`src/rtl/psram_txn_ctrl.sv`:
```
// psram_txn_ctrl: host-side sequencer that turns single 16-bit read/write
// requests into read_sw/write_sw levels for the PSRAM block, tracks mem_ce
// low-then-high to detect completion, and returns a one-cycle response.
//
// state     | meaning
// ----------+-----------------------------------------------------------
// S_INIT    | PSRAM not yet in QPI idle; no requests accepted
// S_IDLE    | ready for a request
// S_ARM     | one clock to raise the read/write switch
// S_WAIT_LO | switch held, waiting for mem_ce to fall
// S_WAIT_HI | switch held, waiting for mem_ce to return high
// S_GAP     | switches low, enforcing CE-high time before the next accept
module psram_txn_ctrl #(
   parameter int unsigned TIMEOUT_CYCLES = 64,
   parameter int unsigned GAP_CYCLES     = 2,
   parameter int unsigned TIMER_W        = 8
) (
   input  logic        mem_clk,
   input  logic        rst,
   input  logic        init_done,
   input  logic        req_valid,
   output logic        req_ready,
   input  logic        req_we,
   input  logic [23:0] req_addr,
   input  logic [15:0] req_wdata,
   output logic        rsp_valid,
   output logic [15:0] rsp_rdata,
   output logic        rsp_err,
   output logic [23:0] address,
   output logic        read_sw,
   output logic        write_sw,
   output logic [15:0] data_in,
   input  logic        mem_ce,
   input  logic [15:0] data_out
);

   typedef enum logic [2:0] {
      S_INIT, S_IDLE, S_ARM, S_WAIT_LO, S_WAIT_HI, S_GAP
   } state_t;

   localparam logic [TIMER_W-1:0] TO_LAST  = TIMER_W'(TIMEOUT_CYCLES - 1);
   localparam logic [TIMER_W-1:0] GAP_LAST = TIMER_W'(GAP_CYCLES);

   state_t              state_q, state_d;
   logic [TIMER_W-1:0]  timer_q, timer_d;
   logic                we_q, we_d;
   logic                req_ready_q, req_ready_d;
   logic                read_sw_q, read_sw_d;
   logic                write_sw_q, write_sw_d;
   logic [23:0]         addr_q, addr_d;
   logic [15:0]         wdata_q, wdata_d;
   logic                rsp_valid_q, rsp_valid_d;
   logic [15:0]         rsp_rdata_q, rsp_rdata_d;
   logic                rsp_err_q, rsp_err_d;

   logic waiting, done, tmo, accept, gap_end;

   assign waiting = (state_q == S_WAIT_LO) || (state_q == S_WAIT_HI);
   assign done    = (state_q == S_WAIT_HI) && mem_ce;
   // completion wins over timeout when both land on the same edge
   assign tmo     = waiting && (timer_q == TO_LAST) && !done;
   assign accept  = (state_q == S_IDLE) && init_done && req_valid && req_ready_q;
   assign gap_end = (state_q == S_GAP) && (timer_q == GAP_LAST);

   // state and registered outputs, synchronous reset
   always_ff @(posedge mem_clk) begin
      if (rst) begin
         state_q     <= S_INIT;
         timer_q     <= '0;
         we_q        <= 1'b0;
         req_ready_q <= 1'b0;
         read_sw_q   <= 1'b0;
         write_sw_q  <= 1'b0;
         addr_q      <= '0;
         wdata_q     <= '0;
         rsp_valid_q <= 1'b0;
         rsp_rdata_q <= '0;
         rsp_err_q   <= 1'b0;
      end else begin
         state_q     <= state_d;
         timer_q     <= timer_d;
         we_q        <= we_d;
         req_ready_q <= req_ready_d;
         read_sw_q   <= read_sw_d;
         write_sw_q  <= write_sw_d;
         addr_q      <= addr_d;
         wdata_q     <= wdata_d;
         rsp_valid_q <= rsp_valid_d;
         rsp_rdata_q <= rsp_rdata_d;
         rsp_err_q   <= rsp_err_d;
      end
   end

   // next-state selection
   always_comb begin
      state_d = state_q;
      case (state_q)
         S_INIT:    if (init_done) state_d = S_IDLE;
         S_IDLE: begin
            if (!init_done)  state_d = S_INIT;
            else if (accept) state_d = S_ARM;
         end
         S_ARM:     state_d = S_WAIT_LO;
         S_WAIT_LO: begin
            if (tmo)         state_d = S_GAP;
            else if (!mem_ce) state_d = S_WAIT_HI;
         end
         S_WAIT_HI: if (done || tmo) state_d = S_GAP;
         S_GAP:     if (gap_end) state_d = init_done ? S_IDLE : S_INIT;
         default:   state_d = S_INIT;
      endcase
   end

   // next values of the registered outputs, timer and latched request
   always_comb begin
      timer_d     = timer_q;
      we_d        = we_q;
      req_ready_d = (state_d == S_IDLE);
      read_sw_d   = read_sw_q;
      write_sw_d  = write_sw_q;
      addr_d      = addr_q;
      wdata_d     = wdata_q;
      rsp_valid_d = 1'b0;
      rsp_rdata_d = rsp_rdata_q;
      rsp_err_d   = rsp_err_q;
      case (state_q)
         S_IDLE: begin
            if (accept) begin
               addr_d = req_addr;
               we_d   = req_we;
               if (req_we) wdata_d = req_wdata;
            end
         end
         S_ARM: begin
            write_sw_d = we_q;
            read_sw_d  = !we_q;
            timer_d    = '0;
         end
         S_WAIT_LO, S_WAIT_HI: begin
            if (done) begin
               read_sw_d   = 1'b0;
               write_sw_d  = 1'b0;
               rsp_valid_d = 1'b1;
               rsp_err_d   = 1'b0;
               if (!we_q) rsp_rdata_d = data_out;
               timer_d     = '0;
            end else if (tmo) begin
               read_sw_d   = 1'b0;
               write_sw_d  = 1'b0;
               rsp_valid_d = 1'b1;
               rsp_err_d   = 1'b1;
               rsp_rdata_d = '0;
               timer_d     = '0;
            end else begin
               timer_d = timer_q + TIMER_W'(1);
            end
         end
         S_GAP:   timer_d = gap_end ? '0 : timer_q + TIMER_W'(1);
         default: ;
      endcase
   end

   assign req_ready = req_ready_q;
   assign read_sw   = read_sw_q;
   assign write_sw  = write_sw_q;
   assign address   = addr_q;
   assign data_in   = wdata_q;
   assign rsp_valid = rsp_valid_q;
   assign rsp_rdata = rsp_rdata_q;
   assign rsp_err   = rsp_err_q;

endmodule

```
`config.mk`:
```
export PLATFORM = sky130hd
export DESIGN_NAME = psram_txn_ctrl
export DESIGN_NICKNAME = d
export VERILOG_FILES = /design/src/rtl/psram_txn_ctrl.sv
export SDC_FILE = /design/constraint.sdc
export NUM_CORES = 1
export LEC_CHECK = 0
export CAP_MARGIN = 20
export CORE_UTILIZATION = 40
export DETAILED_ROUTE_END_ITERATION = 8
export DONT_BUFFER_PORTS = 1
export PLACE_DENSITY = 0.52
export SETUP_SLACK_MARGIN = 0.5
export SYNTH_ARGS = -nofsm -noshare
export SYNTH_HDL_FRONTEND = slang
export SYNTH_SLANG_ARGS = --single-unit
```
`constraint.sdc`:
```
create_clock -name mem_clk -period 3.55 [get_ports mem_clk]
set_input_delay 0.355 -clock mem_clk [delete_from_list [all_inputs] [get_ports mem_clk]]
set_output_delay 0.355 -clock mem_clk [all_outputs]
set_load 0.02 [all_outputs]
```
; ---- After elaboration in Yosys (flattened, before gate mapping)
; Index checks and enable logic that the tools add are counted.
[totals]
out_inout_bits = 61
word_cells = 69
reg_bits = 73
inputBits = 62
[op_classes]
add_sub_neg = 1
n_reduce_logical = 22
bitwise = 1
muxes = 24
n_eq_ne = 10
[ops]
columns = cell, count
row1 = 16-bit 2-to-1 mux, 3
row2 = 8-bit 2-to-1 mux, 3
row3 = 8-bit one-hot mux with 3 select lines, 1
row4 = 3-bit 2-to-1 mux, 7
row5 = 3-bit one-hot mux with 6 select lines, 1
row6 = 8-bit by 1-bit adder with 8-bit output (second input constant), 1
row7 = 8-bit by 2-bit == test with 1-bit output (second input constant), 1
row8 = 8-bit by 6-bit == test with 1-bit output (second input constant), 1
row9 = 1-bit logical AND, 7
row10 = 1-bit 2-to-1 mux, 7
row11 = 3-bit by 1-bit == test with 1-bit output (second input constant), 2
row12 = 3-bit by 2-bit == test with 1-bit output (second input constant), 2
row13 = 3-bit == test (second input constant), 2
row14 = 2-bit AND reduction, 3
row15 = 3-bit AND reduction, 2
row16 = 1-bit one-hot mux with 2 select lines, 2
row17 = 2-bit nonzero test, 2
row18 = 2-bit OR reduction, 2
row19 = 3-bit logical NOT, 1
row20 = 3-bit inequality test (second input constant), 1
row21 = 3-bit nonzero test, 1
row22 = 1-bit logical NOT, 2
row23 = 1-bit logical OR, 2
row24 = 2-bit inequality test (second input constant), 1
row25 = 1-bit NOT, 1

; ---- Depth between registers and ports, before layout
; Gate-level depths: netlist of the first run.
[logic_depth]
ltp_word = 8
mapped_depth = 7
depth_no_buf = 5

; ---- Least setup slack after synthesis of the first run
; Ideal clock, no wire load.
[synth_path]
path_type = flip-flop to flip-flop
start = register timer_q[0]
end = register rsp_rdata_q[0], in the netlist rsp_rdata[0]
setup_ns = 0.132
stages_incl_launch_ff = 7
period_less_slack_ns = 1.620
setup_slack_ns = 1.930
arrival_time_ns = 1.488
path_buffers = 1
required_ns = 3.418
path_cell_list = dfxtp_1 ha_1 nor3b_2 o2111ai_2 buf_2 nand3_1 a21oi_1
[synth_via]
elab_chain_len = 5
[synth_lines]
columns = item, line_no
row1 = "start, declared", 45  ; logic [TIMER_W-1:0] timer_q, timer_d;
row2 = "start signal, assigned", 81  ; timer_q <= timer_d;
row3 = 8-bit by 6-bit == test with 1-bit output, 61  ; assign tmo = waiting && (timer_q == TO_LAST) && !done;
row4 = 1-bit logical AND (2 in series), 61
row5 = 2-bit nonzero test (no source line), -
row6 = 3-bit AND reduction (no source line), -
row7 = "end signal, assigned", 89  ; rsp_rdata_q <= rsp_rdata_d;
row8 = "end, declared", 53  ; logic [15:0] rsp_rdata_q, rsp_rdata_d;
; No other way between the ends.
; A chain may end at the register's enable or synchronous reset.

; ---- Worst setup path after layout of the first run
[layout_path]
start = register state_q[2]
end = register rsp_rdata_q[0], in the netlist rsp_rdata[0]
[layout_via]
elab_chain_len = 6
word_cells_on_any_way = 12
cone_classes = eq/ne (3) / mux (1) / reduce/logical (8)
[layout_lines]
columns = item, line_no
row1 = "start, declared", 44  ; state_t state_q, state_d;
row2 = "start signal, assigned", 80  ; state_q <= state_d;
row3 = 3-bit by 2-bit == test with 1-bit output / 3-bit == test (equally long branches), "58, 126, 59"
row4 = 1-bit logical OR / 1-bit logical AND (equally long branches), "58, 59"
row5 = 1-bit logical AND / 1-bit logical NOT (equally long branches), 61
row6 = 1-bit logical AND, 61
row7 = 2-bit nonzero test (no source line), -
row8 = 3-bit AND reduction (no source line), -
; Several ways; a longest one is shown, not always the timed one.

==> results.tsv, run 1 <==
metric	value	unit
Async S/R FF share, synth	0	
Lkg Pwr	1.00	nW
syn nets	426	
most numerous cell in the Yosys netlist	dfxtp_1	
FILL cells	739	
initial DRC count	148	
# IOs	123	
fmax	457	MHz
Port-buffer cells	0	
Top FF cell, synth	dfxtp_1	
total gr overflow	0	
post_cts resized	0	
initial antenna violation count	0	
top cells by count, synth	dfxtp_1, nand2_1, a21oi_1	
fin crit share	0.617	
synth top area cells	dfxtp_1, a21oi_1, nand2_1	
YS warnings	0	
first-pass GRT wire length	10.9	mm
CTS tree	built	
Worst-Skew Late Latency	350	ps
max-cap violation count	0	
area of the core	0.00733	mm2
kind of critical path	reg -> reg	
status	finished, final reports clean	
Sequential Power Share	0.554	
RSZ-0062 raised after global routing	false	
Sequential cell area	0.00146	mm2
worst-path fanout max	18	
flops & latches, synth	73	
clk slew on worst S/H paths	80	ps
P_sw	0.346	mW
Die W	89.7	um
Post-synth EDFFs	0	
minimum clock period	2190	ps
Combinational Power Share	0.013	
Final ANT Viol Nets	0	
Post-Syn Instances	362	
top cell type's share of synthesized area	0.475	
final hold viol count	0	
largest net degree at the start of global routing	74	
endpoint type of the worst setup path	register	
worst clock skew	10.7	ps
register area share after synthesis	0.475	
drt pass-1 iters	4	
Synth cell types	50	
CTS Hold Bufs	0	
Mean Syn Cell Area	8.49	um2
Worst Tran Pin Value	1020	ps
Sw Share	0.230	
slew margin rel.	0.315	
Arrival @ worst endpoint	2420	ps
Setup Viol. Count Final	0	
Via density	5.50	
area grow syn2layout	6.15	%
Peak VDD IR	262	uV
Post-CTS Setup Bufs	0	
CP required	3780	ps
GRT Total Usage	0.179	
share of cells above drive strength 1	0.0917	
clk sinks	73	
Startpoint Class	register	
drt drc	0	
Post-DP Area	0.00307	mm2
full die area	0.00804	mm2
P_int	1.16	mW
clock share of power	0.434	
Vias	2463	
final std cell area, no fill	0.00326	mm2
Hold WC Path Type	in -> reg	
H-Tree Level Count	3	
vias in the first global route	2278	
root buffer cell	clkbuf_8	
die height	89.7	um
flop2flop setup slack	1360	ps
# rows	31	
Final nets	408	
hpwl dp	4.73	mm
multi-input gate area in the final layout	0.00146	mm2
routed len/inst	16.2	um
Power Density	461	mW/mm2
Post-Route WL	7.25	mm
clk buf depth	2	
mapped cell area	0.00307	mm2
CTS Buf Count	9	
cell taking the most area after synthesis	dfxtp_1	
diode count	0	
GP Congestion	0.741	
Setup TNS	0	ps
Starting Density	0.419	
Final Max Tran Viols	0	
cells by family after synthesis:
kind of cell,after synthesis,synth area share
buffers and inverters,34,0.0497
xor gates and xnor gates,6,0.0195
adders and majority gates,2,0.00814
DFF,73,0.475
AOI/OAI and AO/OA,93,0.188
and+or+nand+nor,154,0.260
worst paths after layout:
kind,startpoint,cells past startpoint,to
setup / recovery,state_q[2]$_SDFF_PP0_,4,rsp_rdata[0]$_SDFFE_PP0P_
hold / removal,rst,1,address[23]$_SDFFE_PP0P_
setup reg to reg,state_q[2]$_SDFF_PP0_,4,rsp_rdata[0]$_SDFFE_PP0P_
hold reg to reg,timer_q[7]$_SDFFE_PP0P_,2,timer_q[7]$_SDFFE_PP0P_
final cells by class:
class                      count  share of cell area
timing repair buffer           1             0.00230
inverter                       4             0.00460
clock inverter                 6              0.0207
clock buffer                  10              0.0391
sequential                    73               0.448
multi-input combinational    255               0.447
tap                           99              0.0380
cell usage in the layout (no fill, tap or decap), drive strengths merged, types with 3 or more instances in the layout:
cell,count
nor3b,3
dfxtp,73
inv,5
nand3,39
nand2,68
nand2b,3
clkbuf,10
o22ai,4
a211oi,6
a21o,3
nor2,4
o2111ai,3
a21oi,67
xor2,5
o21ai,3
nand3b,18
layer usage:
layer | GRT usage | routed length (um)
met5 | 0 | 0
met4 | 0.0563 | 44
met3 | 0.0777 | 681
met2 | 0.269 | 3240
met1 | 0.232 | 3290
critical path, stage by stage, from the launching register on:
cell      delay [ps]
dfxtp_1          570
and4bb_1         690
nand2b_1         510
nand3_1          220
a21oi_1           90
through the flow:
step           worst slack, ps  cells  utilization  total power, mW  hold WS, ps
2_1_floorplan             1930    362            -            0.882          491
3_3_place_gp              1400    432        0.419            0.872          429
3_5_place_dp              1380    432        0.419            0.872          431
4_1_cts                   1350    448        0.445             1.53         45.3
5_1_grt                   1130    448        0.445             1.56         37.0
6_report                  1360    448        0.445             1.50         67.6
power by group through the flow:
| stage | clock network [mW] | logic [mW] | registers [mW] |
|---|---|---|---|
| 3_3_place_gp | 0 | 0.0192 | 0.852 |
| 6_report | 0.652 | 0.0193 | 0.833 |
| 5_1_grt | 0.706 | 0.0221 | 0.834 |
| 3_5_place_dp | 0 | 0.0196 | 0.853 |
| 4_1_cts | 0.673 | 0.0196 | 0.833 |
| 2_1_floorplan | 0 | 0.0333 | 0.849 |
state kept, by name (all words and copies together), names as in the netlist:
name,count
address,24
req_ready,1
state_q,3
rsp_valid,1
write_sw,1
rsp_err,1
timer_q,8
data_in,16
rsp_rdata,16
read_sw,1
we_q,1
Power figures use the tool's default switching activity.
==> run 2, diff against run 1 <==
==> constraint.sdc (replaced) <==
create_clock -name mem_clk -period 2.1 [get_ports mem_clk]
set_input_delay 0.21 -clock mem_clk [delete_from_list [all_inputs] [get_ports mem_clk]]
set_output_delay 0.21 -clock mem_clk [all_outputs]
set_load 0.02 [all_outputs]
==> run 2 against run 1 <==
Net effect:
- sequential power up 68%
- global-route usage down 0.33 points
- the run now ends with negative hold slack left
- largest power group unchanged
- hold slack worse by 140 ps
- highest routed layer unchanged
- non-clock buffer count up 15
==> results.tsv, run 2 (synthesis gave the netlist of run 1 again) <==
metric	value	unit	change
hold path startpoint	rst		
GP Congestion	0.712		-3.9%
initial DRC count	159		+7.4%
CTS tree	built		
RR Startpoint	timer_q[3]$_SDFFE_PP0P_		
origin of the worst setup path	timer_q[3]$_SDFFE_PP0P_		
Startpoint Class	register		
full die area	0.00804	mm2	unchanged
routed len/inst	15.7	um	-3.1%
Placed Cells incl. Taps	441		+2.1%
Cell Count, Final, Fillers Out	463		+3.3%
post-route total power	2.57	mW	+71%
diode count	0		unchanged
RSZ-0062 raised after global routing	true		
Setup WS post-layout	584	ps	-775 ps
endpoint type of the worst setup path	register		
final hold viol count	70		+70
max-cap violation count	0		unchanged
CTS Buf Count	9		unchanged
total gr overflow	0		unchanged
Worst Tran Pin Value	394	ps	-630 ps
status	finished, violations left		
Die W	89.7	um	unchanged
Hold WC Path Type	in -> reg		
die height	89.7	um	unchanged
Arrival @ worst endpoint	1740	ps	-680 ps
GRT Total Usage	0.176		-0.00332
CP required	2330	ps	-1450 ps
Setup Viol. Count Final	0		unchanged
Hold WS	-74.0	ps	-142 ps
Via density	5.35		-2.7%
drt drc	0		unchanged
Power Density	749	mW/mm2	+62%
DP Worst Slack	448	ps	-935 ps
most common cell after layout, fill and taps aside	dfxtp_1		
clk sinks	73		unchanged
kind of critical path	reg -> reg		
Starting Density	0.419		unchanged
Final nets	423		+3.7%
minimum clock period	1520	ps	-675 ps
most frequent cells in the layout	dfxtp_1, nand2_1, a21oi_1, nand3_1, nand3b_1		
Lkg Pwr	1.08	nW	+7.7%
area of the core	0.00733	mm2	unchanged
worst clock skew	9.75	ps	-0.943 ps
# IOs	123		unchanged
root buffer cell	clkbuf_8		
share of cells above drive strength 1	0.154		+0.0622
max reg flops	24		unchanged
Port-buffer cells	0		unchanged
hpwl dp	4.71	mm	-0.41%
Setup TNS	0	ps	unchanged
H-Tree Level Count	3		unchanged
initial antenna violation count	0		unchanged
# rows	31		unchanged
Post-Route WL	7.26	mm	+0.14%
fmax	660	MHz	+45%
Final Max Tran Viols	0		unchanged
vias in the first global route	2214		-2.8%
Peak VDD IR	344	uV	+31%
slew margin rel.	0.736		+0.421
Worst-Skew Late Latency	340	ps	about the same
Vias	2478		+0.61%
clk buf depth	2		unchanged
Final Util	0.468		+0.0230
fin crit share	0.722		+0.105
Final ANT Viol Nets	0		unchanged
area grow syn2layout	11.6	%	
largest net degree at the start of global routing	74		unchanged
first-pass GRT wire length	10.8	mm	-0.94%
clk slew on worst S/H paths	80	ps	about the same
drt pass-1 iters	4		unchanged
worst-path fanout max	7		-11
failing checks	negative hold slack		
## run 2: changes by cell type in the layout (fill, tap and decap cells not counted), sizes merged
cell,delta
buf,+15
clkinv,-1
clkinvlp,+1
## run 2: repair_timing
item / in CTS / in global routing
resized for setup: 6 / 8
pin swaps: 3 / 2
buffers inserted: 2 / 4
setup endpoints to repair: 32 / 49
endpoints found under the hold margin: 70 / 70
## run 2: where the power goes
group	internal, mW	leakage (nW)	total, mW	switching [mW]
clock	0.583	0.0949	1.13	0.543
sequential	1.39	0.591	1.40	0.0153
combinational	0.0198	0.394	0.0414	0.0216
## run 2: worst paths after layout
path	endpoint	slack [ps]	depth (start not counted)
setup / recovery	req_ready$_SDFF_PP0_	580	5
hold / removal	data_in[9]$_SDFFE_PP0P_	-70	1
setup reg to reg	req_ready$_SDFF_PP0_	580	5
hold reg to reg	address[14]$_SDFFE_PP0P_	550	2
## run 2: critical path, cell delays in order (launching register included)
cell	delay (ps)
dfxtp_1	370
nor4_1	370
buf_4	180
a31oi_1	130
a21oi_1	240
a21oi_1	110
## run 2: area by class of cell
type,count,area [um2]
Clock buffer,10,138
Clock inverter,6,66.3
Fill cell,746,3900
Inverter,4,15.0
Multi-Input combinational cell,255,1490
Sequential cell,73,1470
Tap cell,99,124
Timing Repair Buffer,16,131
## run 2: per-layer routing
layer	up-vias	global-route usage	wire length (um)
met4	0	0.0750	80
li1	1261	-	-
met1	1139	0.232	3270
met5	-	0	0
met3	8	0.0612	529
met2	70	0.261	3380
## run 2: per-stage QoR
step	hold WS (ps)	area [um2]
CTS	-87.1	3370
floorplan	346	3080
detailed placement	287	3140
finish	-74.0	3430
global route	-97.4	3430
global placement	284	3140
